**src/rtl/pipe_pkg.sv**
```systemverilog
// pipe_pkg: shared types and defaults for the instruction prefetch buffer.
//   state_t        prefetch FSM state encoding (IDLE/REQ/WAIT/DRAIN)
//   DEPTH_DEFAULT  default queue depth
//   RESET_PC_DEFAULT default first fetch address
//   fetch_entry_t  64-bit queue entry {pc, inst}
package pipe_pkg;

  typedef enum logic [1:0] {
    IDLE  = 2'd0,
    REQ   = 2'd1,
    WAIT  = 2'd2,
    DRAIN = 2'd3
  } state_t;

  localparam int unsigned DEPTH_DEFAULT    = 4;
  localparam logic [31:0] RESET_PC_DEFAULT = 32'h0000_0000;

  typedef struct packed {
    logic [31:0] pc;
    logic [31:0] inst;
  } fetch_entry_t;

endpackage

```
**src/rtl/pipe_fetch_fifo.sv**
```systemverilog
// pipe_fetch_fifo: DEPTH-entry register FIFO of fetch entries.
//   clock, resetn  clock / asynchronous active-low reset
//   push, push_data  write an entry at the tail
//   pop            advance the head
//   flush          empty the queue (wins over push and pop)
//   count          number of valid entries
//   head           entry at the head, straight from the storage registers
module pipe_fetch_fifo
  import pipe_pkg::*;
#(
  parameter int unsigned DEPTH = DEPTH_DEFAULT
) (
  input  logic                         clock,
  input  logic                         resetn,
  input  logic                         push,
  input  fetch_entry_t                 push_data,
  input  logic                         pop,
  input  logic                         flush,
  output logic [$clog2(DEPTH+1)-1:0]   count,
  output fetch_entry_t                 head
);

  localparam int unsigned PW = $clog2(DEPTH);
  localparam int unsigned CW = $clog2(DEPTH+1);

  fetch_entry_t  mem [DEPTH];
  logic [PW-1:0] wr_ptr;
  logic [PW-1:0] rd_ptr;

  always_ff @(posedge clock or negedge resetn) begin
    if (!resetn) begin
      wr_ptr <= '0;
      rd_ptr <= '0;
      count  <= '0;
      for (int unsigned i = 0; i < DEPTH; i++) mem[i] <= '0;
    end else if (flush) begin
      wr_ptr <= '0;
      rd_ptr <= '0;
      count  <= '0;
    end else begin
      if (push) begin
        mem[wr_ptr] <= push_data;
        wr_ptr      <= wr_ptr + PW'(1);
      end
      if (pop) rd_ptr <= rd_ptr + PW'(1);
      if (push && !pop)      count <= count + CW'(1);
      else if (pop && !push) count <= count - CW'(1);
    end
  end

  assign head = mem[rd_ptr];

endmodule

```
**src/rtl/pipe_prefetch.sv**
```systemverilog
// pipe_prefetch: instruction prefetch buffer ahead of the IF stage.
// Issues sequential word fetches (one outstanding) over req/gnt/rvalid and
// queues {pc, inst} pairs; redirect flushes the queue and any in-flight reply.
//   clock, resetn           clock / asynchronous active-low reset
//   redirect, redirect_pc   taken control transfer and its target
//   if_req                  IF stage takes the head this cycle
//   if_valid, if_pc, if_inst  queue head
//   mem_req, mem_addr, mem_gnt, mem_rvalid, mem_rdata  memory handshake
// Optional macro PREFETCH_BYPASS_EN: forward a reply straight to IF when the
// queue is empty and IF is requesting.
module pipe_prefetch
  import pipe_pkg::*;
#(
  parameter int unsigned DEPTH    = DEPTH_DEFAULT,
  parameter logic [31:0] RESET_PC = RESET_PC_DEFAULT
) (
  input  logic        clock,
  input  logic        resetn,
  input  logic        redirect,
  input  logic [31:0] redirect_pc,
  input  logic        if_req,
  output logic        if_valid,
  output logic [31:0] if_pc,
  output logic [31:0] if_inst,
  output logic        mem_req,
  output logic [31:0] mem_addr,
  input  logic        mem_gnt,
  input  logic        mem_rvalid,
  input  logic [31:0] mem_rdata
);

  localparam int unsigned CW = $clog2(DEPTH+1);
  localparam logic [CW-1:0] FULL   = CW'(DEPTH);
  localparam logic [CW-1:0] ALMOST = CW'(DEPTH-1);

  state_t        state, state_next;
  logic          run;
  logic [31:0]   fetch_pc;
  logic [31:0]   req_pc;
  logic [CW-1:0] count;
  fetch_entry_t  head;
  fetch_entry_t  push_data;
  logic          gnt_ok, resp, push, pop, bypass, fifo_empty;

  // run holds mem_req low for the first cycle after reset release even
  // though the FSM already sits in REQ.
  assign mem_req    = run & (state == REQ);
  assign gnt_ok     = mem_req & mem_gnt;
  assign mem_addr   = fetch_pc;
  assign resp       = (state == WAIT) & mem_rvalid & ~redirect;
  assign fifo_empty = (count == '0);
  assign pop        = if_req & ~fifo_empty;
  assign push_data  = '{pc: req_pc, inst: mem_rdata};

`ifdef PREFETCH_BYPASS_EN
  assign bypass   = resp & if_req & fifo_empty;
  assign if_valid = ~fifo_empty | bypass;
  assign if_pc    = bypass ? req_pc    : head.pc;
  assign if_inst  = bypass ? mem_rdata : head.inst;
`else
  assign bypass   = 1'b0;
  assign if_valid = ~fifo_empty;
  assign if_pc    = head.pc;
  assign if_inst  = head.inst;
`endif

  assign push = resp & ~bypass;

  always_comb begin
    state_next = state;
    case (state)
      // A pop this cycle frees a slot, so the request can go out next cycle.
      IDLE:  if (redirect || count != FULL || pop) state_next = REQ;
      REQ:   if (gnt_ok) state_next = redirect ? DRAIN : WAIT;
      WAIT: begin
        if (redirect)        state_next = mem_rvalid ? REQ : DRAIN;
        else if (mem_rvalid) state_next = (push && !pop && count == ALMOST) ? IDLE : REQ;
      end
      DRAIN: if (mem_rvalid) state_next = REQ;
      default: state_next = REQ;
    endcase
  end

  always_ff @(posedge clock or negedge resetn) begin
    if (!resetn) begin
      state    <= REQ;
      run      <= 1'b0;
      fetch_pc <= RESET_PC;
      req_pc   <= RESET_PC;
    end else begin
      state <= state_next;
      run   <= 1'b1;
      if (redirect)    fetch_pc <= redirect_pc;
      else if (gnt_ok) fetch_pc <= fetch_pc + 32'd4;
      if (gnt_ok) req_pc <= fetch_pc;
    end
  end

  pipe_fetch_fifo #(.DEPTH(DEPTH)) u_fifo (
    .clock     (clock),
    .resetn    (resetn),
    .push      (push),
    .push_data (push_data),
    .pop       (pop),
    .flush     (redirect),
    .count     (count),
    .head      (head)
  );

endmodule

```
**config.mk**
```make
export PLATFORM = sky130hd
export DESIGN_NAME = pipe_prefetch
export DESIGN_NICKNAME = d
export VERILOG_FILES = /design/src/rtl/pipe_pkg.sv /design/src/rtl/pipe_fetch_fifo.sv /design/src/rtl/pipe_prefetch.sv
export SDC_FILE = /design/constraint.sdc
export NUM_CORES = 1
export LEC_CHECK = 0
export CAP_MARGIN = 20
export CORE_MARGIN = 2
export CORE_UTILIZATION = 55
export DETAILED_ROUTE_END_ITERATION = 12
export PLACE_DENSITY = 0.78
export SETUP_SLACK_MARGIN = 0.1
export SLEW_MARGIN = 10
export SYNTH_ARGS = -nofsm -noshare
export SYNTH_HDL_FRONTEND = slang
export SYNTH_SLANG_ARGS = --single-unit
export TNS_END_PERCENT = 50
```
**constraint.sdc**
```tcl
create_clock -name clock -period 4.8 [get_ports clock]
set_input_delay 0.96 -clock clock [delete_from_list [all_inputs] [get_ports clock]]
set_output_delay 0.96 -clock clock [all_outputs]
set_load 0.02 [all_outputs]
```
==> results.cfg, run 1 <==
[synthesis]
syn_area_um2 = 14600
yosysSeqAreaShare_pct = 56.5
synth-edff-count = 0
postSynthNetCount = 1112
async_flop_share_pct = 100
synth_cell_type_count = 49
syn-instance-count = 1032
synth-seq-cells = 330
synth_warnings = 0
synth_ff_type = dfrtp_1
syn_area_per_cell_um2 = 14.2

[setup_path]
end_kind = output pin
cp_data_arrival_time_ps = 2940
path_max_fanout = 30
timing.critical_path.required_ps = 3840
r2r_cells = 6
reg2reg_from = state[0]
crit_path_start_kind = flip-flop
worstSetupPathType = reg2out
timing.rr.end = mem_addr[23]
reg2reg_slack_ps = 1760
crit_path_start = u_fifo.rd_ptr[0]

[routing]
firstDrtPassIters = 7
routed_wl_um = 31800
routedWlPerCell_um = 20.6
drc = 0
ant_nets = 0
drt_iter0_markers = 635
viasPerCell = 5.99
dr_total_vias = 9282

[run]
maxCapViolCount = 0

[place]
place_congestion = 0.862
placed_area_um2 = 16700
numPortBuffers = 167
dp_hpwl_um = 19800

[cells_and_area]
mostFrequentLayoutCells = 327 x dfrtp_1, 259 x mux2_2, 166 x clkdlybuf4s50_1, 107 x nand2_1, 64 x mux4_2
area_delta_synth_final_pct = 22.5
drive_gt1_share_pct = 33.6
final_common_cell = dfrtp_1
antennaDiodeCount = 0
seqCellArea_um2 = 8270
stdcell_area_um2 = 17900
multiInputGateArea_um2 = 6090
nFillCells = 1802
layout.nets = 1268

[grt]
grt_pass1_wl_um = 52300
antenna_found_initial = 0
grt_max_degree = 119
overflow = 0
grt_pass1_vias = 9805
grt_usage_pct = 23.4

[floorplanning]
start_util_pct = 56.1
rows = 59
core-area_um2 = 26100
die_w_um = 167
dieArea_um2 = 27900
num_io_pins = 168
die_h_um = 167

[sta]
fin_setup_tns_ps = 0
period_minus_slack_ps = 3900
worstMarginPinSlew_ps = 1050
drv_slew = 0
finalCritPeriodShare_pct = 81.2
hold_viol = 0
rsz0062_at_grt = no
relSlewSlack_pct = 30.3
fmax_mhz = 257
setup_viol = 0
skew_ps = 9.86

[outcome]
outcome = finished, final reports clean

[power_and_ir_drop]
peakVddDrop_v = 0.000411
leakage_uw = 0.00831
power_density_nw_per_um2 = 521

[clocking]
htreeDepth = 2
cts_tree = done
numCtsBuffers = 35
post_cts_buffers = 0
cts-root-buf = clkbuf_16
path_clk_slew_ps = 60
clk_path_buf_depth = 3
cts_resized = 0
clock_latency_ps = 510
hold_buffers = 0
cts_sinks = 330

[hold_path]
hold_start = u_fifo.mem[158]
hold_class = reg2reg
hold-path-cell-count = 1
holdPathEnd = u_fifo.mem[158]
-- how the worst max path moves through the flow --
stage                                  to  slack, ps  cells past startpoint
final                           if_pc[25]        900                      3
after floorplan               if_inst[25]       2120                      3
after detailed placement  u_fifo.mem[199]       1180                      6
after global placement    u_fifo.mem[199]       1280                      6
after global routing            if_pc[23]        720                      3
after CTS                       if_pc[23]        810                      3
-- per-stage QoR --
| stage | instances | total power, uW | setup WS, ps | util (%) | hold WS [ps] |
|---|---|---|---|---|---|
| after floorplan | 1032 | 5400 | 2120 | - | 474 |
| after global placement | 1486 | 6530 | 1280 | 64.1 | 481 |
| after detailed placement | 1486 | 6620 | 1180 | 64.1 | 488 |
| after CTS | 1549 | 9440 | 809 | 68.8 | 501 |
| after global routing | 1549 | 9800 | 724 | 68.8 | 506 |
| final | 1549 | 9330 | 904 | 68.8 | 498 |
-- synthesized netlist by cell type, types with 3 or more instances --
library cell / number / area [um2]
dfrtp_1: 329 / 8230
mux2_2: 259 / 2920
nand2_1: 111 / 417
mux4_2: 64 / 1440
clkbuf_1: 50 / 188
nor2_1: 22 / 82.6
o21ai_0: 21 / 105
nand3_1: 19 / 95.1
or4_1: 15 / 113
a31oi_1: 14 / 87.6
inv_1: 14 / 52.6
o31ai_1: 14 / 105
xnor2_1: 10 / 87.6
ha_1: 9 / 113
nand4_1: 9 / 56.3
nor4_1: 7 / 43.8
buf_1: 6 / 22.5
nor3_1: 5 / 25.0
or3_1: 5 / 31.3
xor2_1: 5 / 43.8
buf_2: 4 / 20.0
a21oi_1: 3 / 15.0
nand4b_1: 3 / 26.3
o211ai_1: 3 / 22.5
-- flip-flops by register name, indices dropped and copies added, names as in the netlist --
register,cells
mem_addr,32
req_pc,32
run,1
state,2
u_fifo.count,3
u_fifo.mem,256
u_fifo.rd_ptr,2
u_fifo.wr_ptr,2
-- layout make-up --
| cell class | instances | share of cell area [%] |
|---|---|---|
| Sequential cell | 330 | 46.1 |
| Timing Repair Buffer | 181 | 10.4 |
| Clock inverter | 10 | 0.698 |
| Clock buffer | 53 | 6.06 |
| Tap cell | 335 | 2.34 |
| Multi-Input combinational cell | 625 | 34.0 |
| Inverter | 15 | 0.314 |
-- power by group --
group	switching [uW]	total, uW	leakage [uW]	internal (uW)
registers	519	3810	0.00439	3290
clock network	1070	2790	0.000605	1720
logic	1230	2730	0.00331	1510
total	2810	9330	0.00831	6520
-- routing by layer --
| layer | vias up | wire length, um | global-route usage [%] |
|---|---|---|---|
| li1 | 4113 | - | - |
| met1 | 4825 | 14300 | 33.5 |
| met2 | 280 | 15100 | 37.3 |
| met3 | 64 | 1760 | 3.99 |
| met4 | 0 | 689 | 6.67 |
| met5 | - | 0 | 0 |
-- worst max-delay path: stages, from the launching register on --
cell and delay, ps:
dfrtp_4 840, buf_4 450, mux4_2 560, clkdlybuf4s50_1 560
-- cells by family after synthesis --
kind of cell / synth area share [%]
buffers and inverters: 2.09
AO/OA/AOI/OAI: 2.83
multiplexers: 29.9
AND/OR/NAND/NOR: 6.84
adder cells (fa/ha/maj): 0.907
XOR/XNOR: 0.898
other: 0.0256
flip-flops: 56.5
(Power assumes the default switching activity.)
==> run 2, diff against run 1 <==
Clock period 4.8 ns to 4 ns, I/O delays scaled along.
==> run 2 against run 1 <==
Wire length rose by 0.71%. Sequential cell count did not move. Highest routed layer unchanged. First-iteration DRC count fell by 1.3%. Power rose by 20%. Core utilization rose by 0.41 points. Sequential share of layout area fell by 0.28 points. Hold slack got worse by 230 ps.
==> results.cfg, run 2 (synthesis gave the netlist of run 1 again) <==
[outcome]
outcome = finished, final reports clean

[power_and_ir_drop]
power_density_nw_per_um2 = 623
peakVddDrop_v = 0.000449
report.power.total_uw = 11200
leakage_uw = 0.00836

[routing]
dr_total_vias = 9220
drt_iter0_markers = 627
firstDrtPassIters = 5
viasPerCell = 5.91
routed_wl_um = 32100
drc = 0
routedWlPerCell_um = 20.5
ant_nets = 0

[clocking]
clk_path_buf_depth = 3
post_cts_buffers = 0
htreeDepth = 2
path_clk_slew_ps = 60
hold_buffers = 0
cts_resized = 0
cts_tree = done
clock_latency_ps = 510
cts-root-buf = clkbuf_16
cts_sinks = 330
numCtsBuffers = 36

[setup_path]
reg2reg_slack_ps = 1270
cp_data_arrival_time_ps = 2710
reg2reg_from = state[0]
end_kind = output pin
path_max_fanout = 23
timing.critical_path.required_ps = 3200
r2r_cells = 5
crit_path_start_kind = flip-flop
timing.rr.end = mem_addr[29]
worstSetupPathType = reg2out

[floorplanning]
dieArea_um2 = 27900
core-area_um2 = 26100
die_w_um = 167
start_util_pct = 56.1
rows = 59
num_io_pins = 168
die_h_um = 167

[cells_and_area]
multiInputGateArea_um2 = 6090
drive_gt1_share_pct = 34.3
nFillCells = 1774
seqCellArea_um2 = 8270
final_common_cell = dfrtp_1
top_register = u_fifo.mem
area_delta_synth_final_pct = 23.3
largest_register_ffs = 256
mostFrequentLayoutCells = 327 x dfrtp_1, 259 x mux2_2, 166 x clkdlybuf4s50_1, 107 x nand2_1, 64 x mux4_2
antennaDiodeCount = 0
layout.nets = 1278
stdcell_area_um2 = 18000

[sta]
drv_slew = 0
setup_ws_ps = 487
rsz0062_at_grt = no
hold_viol = 0
worstMarginPinSlew_ps = 748
finalCritPeriodShare_pct = 87.8
period_minus_slack_ps = 3510
setup_viol = 0
skew_ps = 16.8
fmax_mhz = 285
relSlewSlack_pct = 49.9
fin_setup_tns_ps = 0

[grt]
grt_pass1_vias = 9878
overflow = 0
antenna_found_initial = 0
grt_usage_pct = 23.8
grt_pass1_wl_um = 53200
grt_max_degree = 92

[hold_path]
hold_class = in2async

[place]
numPortBuffers = 167
placed_area_um2 = 16800
place_congestion = 0.833
pre_cts_ws_ps = 628
dp_hpwl_um = 20700

[run]
maxCapViolCount = 0
==> run 2: cell types whose count changed in the layout (fill, tap and decap cells not counted) <==
cell,before,now
clkinv_2,7,9
inv_6,0,2
buf_4,7,13
clkinv_4,0,1
clkbuf_1,6,5
bufinv_16,3,2
buf_12,7,10
==> run 2: critical path, stage by stage (launching register included) <==
cell and delay [ps]:
dfrtp_4 730, buf_12 290, mux4_2 600, clkdlybuf4s50_1 580
==> run 2: worst max path at each step <==
stage                startpoint              end  slack, ps  cells after the start
6_report       u_fifo.rd_ptr[0]         if_pc[8]        490                      3
5_1_grt        u_fifo.rd_ptr[0]         if_pc[8]        350                      3
4_1_cts        u_fifo.rd_ptr[0]         if_pc[8]        430                      3
3_5_place_dp         mem_rvalid  u_fifo.mem[107]        630                      6
3_3_place_gp         mem_rvalid  u_fifo.mem[157]        700                      6
2_1_floorplan  u_fifo.rd_ptr[0]      if_inst[25]       1480                      3
==> run 2: power by group <==
group	switching, uW	internal, uW
Combinational	1530	1840
Clock	1310	2020
Sequential	576	3950
Total	3420	7810
==> run 2: layout make-up <==
type	count	share of cell area, %
clock buffers	52	6.00
clock inverters	14	0.729
repair buffers	190	11.0
well taps	335	2.33
multi-input cells	625	33.8
flip-flops and latches	330	45.9
inverters	15	0.312
==> run 2: per-layer routing <==
| metal | vias to the layer above | share of wire [%] | global-route usage, % |
|---|---|---|---|
| met5 | - | 0 | 0 |
| li1 | 4136 | - | - |
| met3 | 54 | 5.5 | 4.18 |
| met1 | 4746 | 44 | 33.5 |
| met2 | 284 | 48 | 38.9 |
| met4 | 0 | 1.9 | 5.85 |
==> run 2: stage by stage <==
| stage | std cells | hold WS, ps | util (%) |
|---|---|---|---|
| 2_1_floorplan | 1032 | 474 | - |
| 3_5_place_dp | 1495 | 483 | 64.5 |
| 6_report | 1561 | 265 | 69.2 |
| 5_1_grt | 1561 | 289 | 69.2 |
| 4_1_cts | 1561 | 281 | 69.2 |
| 3_3_place_gp | 1495 | 481 | 64.5 |
